File: src/rtl/pwm_phase_controller.sv
// rtl/pwm_phase_controller.sv - two-leg PWM sequencer with duty double-buffer and dead time
module pwm_phase_controller #(
  parameter int WIDTH_TRIANG = 7,
  parameter int DT_W         = 4
) (
  input  logic                    clk,
  input  logic                    rst,
  input  logic                    en,
  input  logic                    fault,
  input  logic [WIDTH_TRIANG-1:0] carrier_0,
  input  logic [WIDTH_TRIANG-1:0] carrier_180,
  input  logic [WIDTH_TRIANG-1:0] duty_in,
  input  logic                    duty_we,
  input  logic [DT_W-1:0]         dt_cycles,
  output logic                    gate_a_hi,
  output logic                    gate_a_lo,
  output logic                    gate_b_hi,
  output logic                    gate_b_lo,
  output logic [WIDTH_TRIANG-1:0] duty_active,
  output logic [1:0]              state,
  output logic                    sync_pulse
);

  localparam logic [WIDTH_TRIANG-1:0] MAX    = '1;
  localparam logic [DT_W-1:0]         DT_ONE = {{(DT_W-1){1'b0}}, 1'b1};

  typedef enum logic [1:0] {
    S_IDLE  = 2'd0,
    S_ARM   = 2'd1,
    S_RUN   = 2'd2,
    S_FAULT = 2'd3
  } state_t;

  state_t                  r_state;
  state_t                  w_next;
  logic [WIDTH_TRIANG-1:0] r_duty_active;
  logic [WIDTH_TRIANG-1:0] r_pending;
  logic                    r_pending_valid;
  logic                    r_sync;
  logic [1:0]              r_q;
  logic [1:0]              r_hi;
  logic [1:0]              r_lo;
  logic [DT_W-1:0]         r_dtcnt [2];
  logic [1:0]              w_raw;
  logic                    w_valley;

  assign w_valley = (carrier_0 == '0);
  assign w_raw[0] = (r_duty_active == MAX) || (r_duty_active > carrier_0);
  assign w_raw[1] = (r_duty_active == MAX) || (r_duty_active > carrier_180);

  // Fault dominates every transition; FAULT only exits once en has also dropped.
  always_comb begin
    w_next = r_state;
    if (fault) begin
      w_next = S_FAULT;
    end else begin
      case (r_state)
        S_IDLE:  w_next = en ? S_ARM : S_IDLE;
        S_ARM:   w_next = !en ? S_IDLE : (w_valley ? S_RUN : S_ARM);
        S_RUN:   w_next = en ? S_RUN : S_IDLE;
        S_FAULT: w_next = en ? S_FAULT : S_IDLE;
        default: w_next = S_IDLE;
      endcase
    end
  end

  always_ff @(posedge clk or posedge rst) begin
    if (rst) begin
      r_state         <= S_IDLE;
      r_duty_active   <= '0;
      r_pending       <= '0;
      r_pending_valid <= 1'b0;
      r_sync          <= 1'b0;
      r_q             <= '0;
      r_hi            <= '0;
      r_lo            <= '0;
      r_dtcnt[0]      <= '0;
      r_dtcnt[1]      <= '0;
    end else begin
      r_state <= w_next;
      r_sync  <= w_valley && (w_next == S_RUN);

      if (duty_we) begin
        r_pending <= duty_in;
      end
      // Valley commit: a same-cycle write bypasses the pending slot.
      if (w_valley) begin
        if (duty_we) begin
          r_duty_active <= duty_in;
        end else if (r_pending_valid) begin
          r_duty_active <= r_pending;
        end
        r_pending_valid <= 1'b0;
      end else if (duty_we) begin
        r_pending_valid <= 1'b1;
      end

      for (int i = 0; i < 2; i++) begin
        if (w_next != S_RUN) begin
          r_hi[i] <= 1'b0;
          r_lo[i] <= 1'b0;
        end else if ((r_state != S_RUN) || (w_raw[i] != r_q[i])) begin
          r_q[i]     <= w_raw[i];
          r_dtcnt[i] <= dt_cycles;
          r_hi[i]    <= 1'b0;
          r_lo[i]    <= 1'b0;
        end else if (r_dtcnt[i] != '0) begin
          r_dtcnt[i] <= r_dtcnt[i] - DT_ONE;
          r_hi[i]    <= 1'b0;
          r_lo[i]    <= 1'b0;
        end else begin
          r_hi[i] <= r_q[i];
          r_lo[i] <= !r_q[i];
        end
      end
    end
  end

  assign state       = r_state;
  assign duty_active = r_duty_active;
  assign sync_pulse  = r_sync;
  assign gate_a_hi   = r_hi[0];
  assign gate_a_lo   = r_lo[0];
  assign gate_b_hi   = r_hi[1];
  assign gate_b_lo   = r_lo[1];

endmodule

File: config.mk
export PLATFORM = sky130hd
export DESIGN_NAME = pwm_phase_controller
export DESIGN_NICKNAME = d
export VERILOG_FILES = /design/src/rtl/pwm_phase_controller.sv
export SDC_FILE = /design/constraint.sdc
export NUM_CORES = 1
export LEC_CHECK = 0
export BUFFER_PORTS_ARGS = -buffer_cell sky130_fd_sc_hd__buf_2
export CORE_ASPECT_RATIO = 1.5
export CORE_UTILIZATION = 40
export DETAILED_ROUTE_END_ITERATION = 8
export PLACE_DENSITY = 0.72
export RECOVER_POWER = 25
export SYNTH_ARGS = -nofsm -noshare
export SYNTH_HDL_FRONTEND = slang
export SYNTH_SLANG_ARGS = --single-unit
File: constraint.sdc
create_clock -name clk -period 2.7 [get_ports clk]
set_clock_uncertainty 0.05 [all_clocks]
set_input_delay 0.135 -clock clk [delete_from_list [all_inputs] [get_ports clk]]
set_output_delay 0.135 -clock clk [all_outputs]
set_load 0.005 [all_outputs]
=== Word level (Yosys, flattened, before mapping) ===
Index checks and enable logic that the tools add are counted.

* Register bits: 32
* Bits in latches: 0
* RAM bits: 0
* Memory bits (read-only): 0
* Output and inout bits: 14
* Logic and storage cells: 72
* Memories kept: 0

* Add/sub/neg operators: 2
* $mul: 0
* Div/mod/pow operators: 0
* $lt $le $gt $ge: 2
* Eq/ne operators: 9
* Shifts and indexed selects: 0
* Mux-type cells: 27
* Bitwise gates (word level): 1
* Reduce and logical (&&, ||, !) cells: 20

{| class="wikitable"
|+ Operator list
! operator !! number
|-
| 4-bit 2-to-1 mux || 4
|-
| 1-bit 2-to-1 mux || 15
|-
| 7-bit > comparator || 2
|-
| 7-bit 2-to-1 mux || 2
|-
| 2-bit 2-to-1 mux || 5
|-
| 2-bit AND reduction || 5
|-
| 2-bit one-hot mux with 4 select lines || 1
|-
| 2-bit nonzero test || 4
|-
| 4-bit nonzero test || 2
|-
| 4-bit by 1-bit subtractor with 4-bit output, second input constant || 2
|-
| 7-bit equality test, second input constant || 1
|-
| 7-bit zero test || 1
|-
| 2-bit equality test, second input constant || 3
|-
| 1-bit logical OR || 4
|-
| 2-bit inequality test, second input constant || 2
|-
| 2-bit by 1-bit equality test with 1-bit output, second input constant || 1
|-
| 1-bit zero test || 2
|-
| 2-bit zero test || 1
|-
| 1-bit inequality test || 2
|-
| 1-bit logical AND || 1
|-
| 1-bit inverter || 1
|}

=== Logic depth before layout (Yosys ltp) ===
Gate-level depths: netlist of run 1.

* Depth after elaboration: 8
* Gate-level depth with buffers: 8
* Gate-level depth less buffers: 8

=== Worst setup path before layout of run 1 ===
No wires, ideal clock.

* Path kind: register to register
* Start: register r_duty_active[2], in the netlist duty_active[2]
* End: register r_dtcnt[7] in the netlist's numbering
* Arrival: 1.909 ns
* Data required time: 2.523 ns
* Setup slack: 0.614 ns
* Stages on the path, launching flop included: 8
* Path buffers: 0
* Period minus slack after synthesis: 2.086 ns
* Cells stage by stage: dfrtp_1 ha_1 a21oi_1 a21oi_1 or4b_1 nand3_2 mux2i_1 o22ai_1

* Word-level cells in the longest chain between the ends: 6
* Elaborated cells between the ends (all ways): 8
* Classes of those cells: order compare: 1; eq/ne: 2; mux: 1; reduce/logical: 4

{| class="wikitable"
|+ RTL lines
! what !! line !! source
|-
| from (decl) || 36 || <nowiki>logic [WIDTH_TRIANG-1:0] r_duty_active;</nowiki>
|-
| from (signal assigned) || 89 || <nowiki>r_duty_active <= duty_in;</nowiki>
|-
| from (signal assigned) || 91 || <nowiki>r_duty_active <= r_pending;</nowiki>
|-
| 7-bit > comparator or 7-bit equality test (tied branches) || 48 || <nowiki>assign w_raw[0] = (r_duty_active == MAX) || (r_duty_active > carrier_0);</nowiki>
|-
| 1-bit logical OR * || 48 ||
|-
| 1-bit inequality test * || 102 || <nowiki>end else if ((r_state != S_RUN) || (w_raw[i] != r_q[i])) begin</nowiki>
|-
| 1-bit logical OR * || 102 ||
|-
| 2-bit nonzero test (no line) || n/a ||
|-
| 2-bit AND reduction (no line) || n/a ||
|-
| to (signal, indexed assignment) || 104 || <nowiki>r_dtcnt[i] <= dt_cycles;</nowiki>
|-
| to (signal, indexed assignment) || 108 || <nowiki>r_dtcnt[i] <= r_dtcnt[i] - DT_ONE;</nowiki>
|-
| to (decl) || 43 || <nowiki>logic [DT_W-1:0] r_dtcnt [2];</nowiki>
|}

Mark *: on every way between the ends. The rest lies on a longest branch, timed or not.
A chain may end at the register's enable or synchronous reset.

=== Worst setup path in the final report of run 1 ===
* Start: register r_duty_active[6], in the netlist duty_active[6]
* End: register r_dtcnt[5] in the netlist's numbering

Same word-level chain as after synthesis.

==> flow_metrics.env, run 1 <==
export IMPL_drt_initial_drc_count=25
export IMPL_row_count=30
export IMPL_layout_worst_path_cycle_share=0.851
export IMPL_ant_nets=0
export IMPL_reg2reg_from="duty_active[6]"
export IMPL_max_stage_delay_ns=0.53
export IMPL_fp_dieW_microns=58.9
export IMPL_power_leakage_nw=1.17
export IMPL_grt_pass1_wl_microns=7190
export IMPL_syn_area_sq_um=1940
export IMPL_clock_path_buffers=2
export IMPL_hold_viol=0
export IMPL_htreeDepth=2
export IMPL_period_needed_ns=2.30
export IMPL_wl_per_cell_microns=13.8
export IMPL_numCtsBuffers=5
export IMPL_synth_edff_count=0
export IMPL_hold_path_class="primary input to flip-flop"
export IMPL_tritoncts="built"
export IMPL_syn_area_per_cell_sq_um=10.0
export IMPL_via_per_inst=5.19
export IMPL_slew_headroom=-0.158
export IMPL_pwr_share_clk=0.265
export IMPL_required_ns=2.82
export IMPL_comb_power_share=0.264
export IMPL_p_switching_mw=0.419
export IMPL_setup_ws_ns=0.402
export IMPL_layout_drive_gt1_share=0.299
export IMPL_cts_sinks=32
export IMPL_ys_async_sr_fraction=1.00
export IMPL_worstRegToRegCells=7
export IMPL_final_util=0.505
export IMPL_critPathTopFamily="simple AND/OR/NAND/NOR gates"
export IMPL_slowest_stage="or4b_1"
export IMPL_grt_pass1_vias=1689
export IMPL_critPathLaunchType="flip-flop"
export IMPL_yosysSeqAreaShare=0.412
export IMPL_critPathLaunch="duty_active[6]"
export IMPL_post_cts_repair_setup_buffers=0
export IMPL_grt_overflow_total=0
export IMPL_remaining_drc_errors=0
export IMPL_holdPathStages=2
export IMPL_yosysTopAreaCell="dfrtp_1"
export IMPL_hp_start="fault"
export IMPL_power_per_cell_area_nw_per_um2=564
export IMPL_clk_latency_ns=0.28
export IMPL_max_freq_ghz=0.435
export IMPL_antenna_found_initial=0
export IMPL_final_area_sq_um=2310
export IMPL_finalSetupTns_ns=0
export IMPL_syn_instance_count=194
export IMPL_synth_warnings=0
export IMPL_p_int_mw=0.885
export IMPL_cts_root_buf="clkbuf_8"
export IMPL_drt_pass1_iterations=4
export IMPL_antenna_cells=0
export IMPL_syn_nets=242
export IMPL_grt_start_max_net_pins=33
export IMPL_cp_num_cells=7
export IMPL_p_sw_frac=0.321
export IMPL_gp_congestion=0.808
export IMPL_pwr_share_seq=0.471
export IMPL_violations="capacitance limit, slew limit"
export IMPL_vias=1598
export IMPL_criticalPathCategory="flip-flop to flip-flop"
export IMPL_cp_num_buf_inv=0
export IMPL_pin_count=44
export IMPL_ys_types=39
export IMPL_yosys_top_cells_area="dfrtp_1 41%, ha_1 12%, mux2_2 8.1%, inv_1 4.6%, mux2i_1 4.1%"
export IMPL_area_growth_pct=18.9
export IMPL_dpl_cell_area_sq_um=2230
export IMPL_path_max_fanout=7
export IMPL_cp_arrival_ns=2.41
export IMPL_worstMarginPinSlew_ns=1.74
export IMPL_crit_chain="ha_1 -> a21oi_1 -> o21ai_0 -> or4b_1 -> nand3_2 -> mux2i_1 -> a2bb2oi_1"
export IMPL_rsz0062_at_grt="no"
export IMPL_synth_seq_cells=32
export IMPL_fp_coreArea_sq_um=4580
export IMPL_routed_wl_microns=4250
export IMPL_end_kind="flip-flop"
export IMPL_synth_top_cell_area_share=0.412
export IMPL_maxCapViolations=1
export IMPL_die_area_sq_um=5150
export IMPL_setup_viol=0
export IMPL_total_power_mw=1.30
export IMPL_ys_flop_type="dfrtp_1"
export IMPL_dp_slack_ns=0.393
export IMPL_final_nets=292
export IMPL_clk_pin_slew_ns=0.06
export IMPL_dp_hpwl_microns=3380
export IMPL_port_buffers=43
export IMPL_start_util=0.425
export IMPL_die_y_microns=87.4
export IMPL_maxSlewViolCount=33
export IMPL_vdd_drop_max_mv=0.308
export IMPL_gr_usage_all_layers=0.187
export IMPL_status="complete, but fails checks"
-- synth_stat cells, drive strengths merged (2+ instances only) --
cell type  count
nor2          13
dfrtp         32
a2bb2oi        4
or4b           2
mux2i          8
mux2          14
a21o           2
nor3b          3
nor4           3
or2            3
a21oi         13
nand3         10
buf            2
and2           2
nand4          3
nand2          6
nor3           4
o21ai          7
a31oi          5
o22ai          3
o2111ai        2
nand3b         3
inv           24
ha            18
-- per-layer routing --
metal	global-route usage	part of all wire	vias to the layer above	routed length, microns
met5	0	0	-	0
met4	0.102	0.032	0	136
met3	0.0431	0.051	13	218
met2	0.346	0.54	48	2290
met1	0.187	0.38	750	1600
li1	-	-	787	-
-- power by group through the flow --
stage / Clock, mW / Sequential (mW) / Combinational (mW)
2_1_floorplan: 0 / 0.606 / 0.246
3_3_place_gp: 0 / 0.619 / 0.333
3_5_place_dp: 0 / 0.623 / 0.347
4_1_cts: 0.352 / 0.615 / 0.350
5_1_grt: 0.370 / 0.626 / 0.392
6_report: 0.345 / 0.615 / 0.344
-- layout make-up --
class	instances	area, sq um
fill	459	2270
multi-input combinational	135	1030
sequential	32	801
timing repair buffer	46	236
inverter	24	90.1
tap	64	80.1
clock buffer	6	72.6
clock inverter	1	5.00
-- layout by cell type, fill, tap and decap left out, types with 2 or more instances in the layout --
cell / Yosys / final
nor2_1: 13 / 13
nand4_1: 3 / 3
or2_2: 3 / 3
clkbuf_8: 0 / 5
o22ai_1: 3 / 3
buf_2: 1 / 43
nand3_2: 2 / 2
a21oi_1: 11 / 11
nand3b_1: 3 / 3
nor3b_1: 3 / 3
o21ai_0: 6 / 6
a2bb2oi_1: 4 / 4
o2111ai_1: 2 / 2
inv_1: 24 / 24
mux2i_1: 8 / 8
mux2_2: 14 / 13
ha_1: 18 / 18
or4b_1: 2 / 2
dfrtp_1: 32 / 32
nor3_1: 4 / 4
nand3_1: 8 / 8
nand2_1: 6 / 6
nor4_1: 2 / 3
clkbuf_1: 1 / 2
a21oi_2: 2 / 2
a31oi_1: 5 / 5
-- path summary, 6_finish.rpt --
kind	to	slack [ns]
min in group asynchronous	r_dtcnt[2]	0.96
worst max register to register	r_dtcnt[5]	0.40
max in group asynchronous	r_lo[0]	0.64
worst max-delay path	r_dtcnt[5]	0.40
worst min register to register	r_pending[0]	0.45
worst min-delay path	state[1]	0.03
-- flip-flops by register name, summed over array words and instances (netlist names) --
name / cells
duty_active: 7
r_hi: 2
r_pending_valid: 1
r_lo: 2
r_dtcnt: 8
r_pending: 7
sync_pulse: 1
r_q: 2
state: 2
-- repair_timing --
action / CTS / global route
hold buffers: 1 / 0
gates resized for setup: 0 / 0
hold endpoints to repair: 32 / 0
endpoints found under the setup margin: 0 / 0
-- cells by family (layout without fill, tap and decap cells) --
kind of cell,count (synthesis),in the layout,synth area share
simple gates,58,58,0.173
compound gates,37,37,0.120
flops,32,32,0.412
buf+inv,27,77,0.0566
mux,22,22,0.122
fa+ha+maj,18,18,0.116
-- stage by stage --
step	hold slack [ns]	instances
floorplan	0.177	194
global placement	0.193	300
detailed placement	0.194	300
CTS	0.0210	308
global route	0.0399	308
finish	0.0310	308
Note: power is estimated with default switching activity, not from simulation.
==> run 2, diff against run 1 <==
- CORE_ASPECT_RATIO: 1.5 -> 1.1
==> flow_metrics.env, run 2 (same netlist as run 1, synthesis figures left out) <==
export IMPL_end_kind="flip-flop"
export IMPL_gr_usage_all_layers=0.183
export IMPL_vias=1566
export IMPL_final_nets=292
export IMPL_rsz0062_at_grt="no"
export IMPL_layout_worst_path_cycle_share=0.840
export IMPL_tritoncts="built"
export IMPL_port_buffers=43
export IMPL_area_growth_pct=19.2
export IMPL_antenna_found_initial=0
export IMPL_layout_commonest_cell="buf_2"
export IMPL_period_needed_ns=2.27
export IMPL_total_power_mw=1.33
export IMPL_grt_pass1_wl_microns=6880
export IMPL_status="complete, but fails checks"
export IMPL_max_freq_ghz=0.441
export IMPL_drt_initial_drc_count=69
export IMPL_clk_pin_slew_ns=0.07
export IMPL_gp_congestion=0.812
export IMPL_cts_sinks=32
export IMPL_die_area_sq_um=5140
export IMPL_crit_chain="ha_1 -> a21oi_1 -> o21ai_0 -> or4b_1 -> nand3_2 -> mux2i_1 -> o22ai_1"
export IMPL_pin_count=44
export IMPL_power_per_cell_area_nw_per_um2=575
export IMPL_row_count=26
export IMPL_critPathTopFamily="simple AND/OR/NAND/NOR gates"
export IMPL_grt_overflow_total=0
export IMPL_clock_path_buffers=2
export IMPL_routed_wl_microns=3950
export IMPL_path_max_fanout=8
export IMPL_power_leakage_nw=1.17
export IMPL_hold_viol=0
export IMPL_regMostFlops="r_dtcnt"
export IMPL_layout_drive_gt1_share=0.306
export IMPL_setup_viol=0
export IMPL_vdd_drop_max_mv=0.380
export IMPL_slowest_stage="or4b_1"
export IMPL_die_y_microns=75.1
export IMPL_slew_headroom=-0.168
export IMPL_drt_pass1_iterations=4
export IMPL_ant_nets=0
export IMPL_reg2reg_slack_ns=0.43
export IMPL_remaining_drc_errors=0
export IMPL_clk_latency_ns=0.29
export IMPL_multiInputGateArea_sq_um=1030
export IMPL_criticalPathCategory="flip-flop to flip-flop"
export IMPL_worstMarginPinSlew_ns=1.75
export IMPL_numCtsBuffers=5
export IMPL_fp_coreArea_sq_um=4650
export IMPL_wl_per_cell_microns=13.1
export IMPL_maxSlewViolCount=33
export IMPL_critPathLaunchType="flip-flop"
export IMPL_layout_common_cells="43 x buf_2, 32 x dfrtp_1, 24 x inv_1"
export IMPL_finalSetupTns_ns=0
export IMPL_holdPathStages=2
export IMPL_fillers=445
export IMPL_fp_dieW_microns=68.5
export IMPL_cts_root_buf="clkbuf_8"
export IMPL_required_ns=2.81
export IMPL_max_stage_delay_ns=0.51
export IMPL_via_per_inst=5.20
export IMPL_start_util=0.418
export IMPL_register_area_sq_um=801
export IMPL_dp_hpwl_microns=3130
export IMPL_cp_num_cells=7
export IMPL_maxCapViolations=1
export IMPL_grt_pass1_vias=1611
export IMPL_cp_arrival_ns=2.38
export IMPL_antenna_cells=0
export IMPL_largest_reg_flops=8
export IMPL_hold_path_class="primary input to flip-flop"
export IMPL_grt_start_max_net_pins=33
export IMPL_worstRegToRegCells=7
export IMPL_violations="capacitance limit, slew limit"
export IMPL_htreeDepth=2
export IMPL_cp_num_buf_inv=0
[run 2: report_power, final]
| group | internal, mW | leakage [nW] | switching, mW |
|---|---|---|---|
| logic | 0.159 | 0.735 | 0.180 |
| registers | 0.550 | 0.392 | 0.0637 |
| clock network | 0.207 | 0.0445 | 0.175 |
| total | 0.916 | 1.17 | 0.418 |
[run 2: worst register-to-register path, cell delays in order, from the launching register on]
cell and delay, ns:
dfrtp_1 0.41, ha_1 0.32, a21oi_1 0.16, o21ai_0 0.15, or4b_1 0.51, nand3_2 0.22
mux2i_1 0.23, o22ai_1 0.09
[run 2: metal layers]
| layer | up-vias | share of wire | GRT usage |
|---|---|---|---|
| met5 | - | 0 | 0 |
| met4 | 0 | 0.014 | 0.0625 |
| met3 | 6 | 0.058 | 0.0515 |
| met2 | 40 | 0.47 | 0.317 |
| met1 | 723 | 0.46 | 0.214 |
| li1 | 797 | - | - |
[run 2: metrics by stage]
step	instance area (sq um)	utilization	instances	worst slack (ns)	hold WS, ns
after detailed placement	2220	0.478	292	0.448	0.195
after CTS	2330	0.501	301	0.449	0.0188
after global placement	2220	0.478	292	0.495	0.187
final	2320	0.498	301	0.432	0.0307
after floorplan	1940	-	194	0.614	0.177
after global routing	2320	0.498	301	0.284	0.0371
[run 2: cell type report]
class / instances / area share
inverter: 24 / 0.0389
multi-input combinational: 135 / 0.443
clock inverter: 1 / 0.00324
timing repair buffer: 46 / 0.102
tap: 56 / 0.0302
sequential: 32 / 0.345
clock buffer: 7 / 0.0372
[run 2: repair_timing]
action                                 in CTS  in global routing
buffers inserted                            0                  0
hold buffers                                1                  0
endpoints found under the hold margin      32                  0
resized for setup                           0                  0
[run 2: final timing paths]
path,to,start
setup / recovery,r_dtcnt[3],duty_active[6]
hold / removal,state[1],fault
setup reg to reg,r_dtcnt[3],duty_active[6]
hold reg to reg,r_pending[5],r_pending[5]
max in group asynchronous,r_dtcnt[6],rst
min in group asynchronous,state[0],rst
==> run 3, diff against run 2 <==
- clock period: 2.7 -> 2.2 ns (I/O delays scaled with it)
==> flow_metrics.env, run 3 (same netlist as run 1, synthesis figures left out) <==
export IMPL_largest_reg_flops=8
export IMPL_reg2reg_slack_ns=0.07
export IMPL_period_needed_ns=2.13
export IMPL_required_ns=2.31
export IMPL_dp_hpwl_microns=3220
export IMPL_fin_cells=309
export IMPL_vdd_drop_max_mv=0.499
export IMPL_htreeDepth=2
export IMPL_end_kind="flip-flop"
export IMPL_port_buffers=43
export IMPL_critPathTopFamily="simple AND/OR/NAND/NOR gates"
export IMPL_maxCapViolations=0
export IMPL_numCtsBuffers=5
export IMPL_antenna_cells=0
export IMPL_hp_start="duty_in[6]"
export IMPL_cp_arrival_ns=2.24
export IMPL_drt_initial_drc_count=57
export IMPL_grt_start_max_net_pins=33
export IMPL_fp_coreArea_sq_um=4650
export IMPL_grt_pass1_vias=1617
export IMPL_min_to="r_pending[6]"
export IMPL_path_max_fanout=8
export IMPL_register_area_sq_um=808
export IMPL_cts_sinks=32
export IMPL_holdPathStages=2
export IMPL_layout_common_cells="43 x buf_2, 26 x dfrtp_1, 24 x inv_1"
export IMPL_vias=1644
export IMPL_layout_commonest_cell="buf_2"
export IMPL_setup_ws_ns=0.0729
export IMPL_pwr_share_seq=0.418
export IMPL_r2r_end="r_dtcnt[2]"
export IMPL_final_nets=300
export IMPL_p_switching_mw=0.576
export IMPL_numPlacedInstances=298
export IMPL_power_per_cell_area_nw_per_um2=717
export IMPL_fp_dieW_microns=68.5
export IMPL_gr_usage_all_layers=0.183
export IMPL_maxSlewViolCount=0
export IMPL_max_freq_ghz=0.470
export IMPL_comb_power_share=0.278
export IMPL_slowest_stage="or4b_4"
export IMPL_hold_viol=0
export IMPL_p_int_mw=1.27
export IMPL_wl_per_cell_microns=14.4
export IMPL_reg2reg_from="duty_active[1]"
export IMPL_gp_congestion=0.827
export IMPL_pin_count=44
export IMPL_drt_pass1_iterations=4
export IMPL_slew_headroom=0.481
export IMPL_regMostFlops="r_dtcnt"
export IMPL_ant_nets=0
export IMPL_die_area_sq_um=5140
export IMPL_grt_pass1_wl_microns=7060
export IMPL_dp_slack_ns=-0.0198
export IMPL_clk_pin_slew_ns=0.07
export IMPL_start_util=0.418
export IMPL_clk_latency_ns=0.28
export IMPL_status="finished, final reports clean"
export IMPL_fillers=408
export IMPL_finalSetupTns_ns=0
export IMPL_via_per_inst=5.32
export IMPL_multiInputGateArea_sq_um=1190
export IMPL_remaining_drc_errors=0
export IMPL_row_count=26
export IMPL_pwr_share_clk=0.304
export IMPL_worstMarginPinSlew_ns=0.779
export IMPL_layout_worst_path_cycle_share=0.967
export IMPL_hold_path_class="primary input to flip-flop"
export IMPL_cts_root_buf="clkbuf_8"
export IMPL_area_growth_pct=32.2
export IMPL_clock_path_buffers=2
export IMPL_die_y_microns=75.1
export IMPL_grt_overflow_total=0
export IMPL_layout_drive_gt1_share=0.431
export IMPL_tritoncts="built"
export IMPL_power_leakage_nw=1.22
export IMPL_critPathLaunchType="flip-flop"
export IMPL_setup_viol=0
export IMPL_crit_chain="ha_1 -> nand3b_1 -> a21oi_2 -> or4b_4 -> nand3_4 -> mux2i_1 -> o22ai_1"
export IMPL_cp_num_buf_inv=0
export IMPL_worstRegToRegCells=7
export IMPL_routed_wl_microns=4440
export IMPL_antenna_found_initial=0
export IMPL_max_stage_delay_ns=0.53
export IMPL_p_sw_frac=0.312
export IMPL_criticalPathCategory="flip-flop to flip-flop"
## run 3: what timing repair did
| action | in CTS | in global routing |
|---|---|---|
| endpoints found under the setup margin | 4 | 12 |
| endpoints found under the hold margin | 34 | 0 |
| hold buffers | 2 | 0 |
| pin swaps | 0 | 5 |
| resized for setup | 3 | 26 |
| setup buffers | 0 | 1 |
## run 3: how the worst max path moves through the flow
stage / from / to / slack, ns / depth (start not counted)
floorplan: duty_active[2] / r_dtcnt[7] / 0.11 / 7
global placement: duty_active[4] / r_dtcnt[3] / 0.03 / 7
detailed placement: duty_active[6] / r_dtcnt[7] / -0.02 / 7
CTS: duty_active[6] / r_dtcnt[1] / 0.002 / 7
global route: duty_active[5] / r_dtcnt[0] / -0.06 / 7
finish: duty_active[1] / r_dtcnt[2] / 0.07 / 7
## run 3: through the flow
step                cell area, sq um  power [mW]  utilization  hold WS [ns]
floorplan                       1940        1.05            -         0.152
global placement                2270        1.18        0.488         0.165
detailed placement              2270        1.20        0.488         0.169
CTS                             2420        1.78        0.520       0.00966
global route                    2570        1.95        0.553        0.0108
finish                          2570        1.84        0.553        0.0186
## run 3: area by class of cell
cell class | count | share of cell area
multi-input cells | 135 | 0.463
flip-flops and latches | 32 | 0.314
repair buffers | 54 | 0.117
inverters | 24 | 0.0350
well taps | 56 | 0.0273
clock buffers | 5 | 0.0268
clock inverters | 3 | 0.0165
## run 3: power by group through the flow
stage                     sequential, mW  combinational, mW  clock (mW)
final                              0.771              0.513       0.561
after detailed placement           0.761              0.443           0
after global placement             0.758              0.426           0
after CTS                          0.753              0.454       0.575
after floorplan                    0.743              0.302           0
after global routing               0.780              0.574       0.597
## run 3: routing by layer
layer / track usage / part of all wire / vias up
met5: 0 / 0 / -
met4: 0.0556 / 0.011 / 0
met3: 0.0500 / 0.045 / 5
met2: 0.312 / 0.50 / 34
met1: 0.225 / 0.44 / 797
li1: - / - / 808
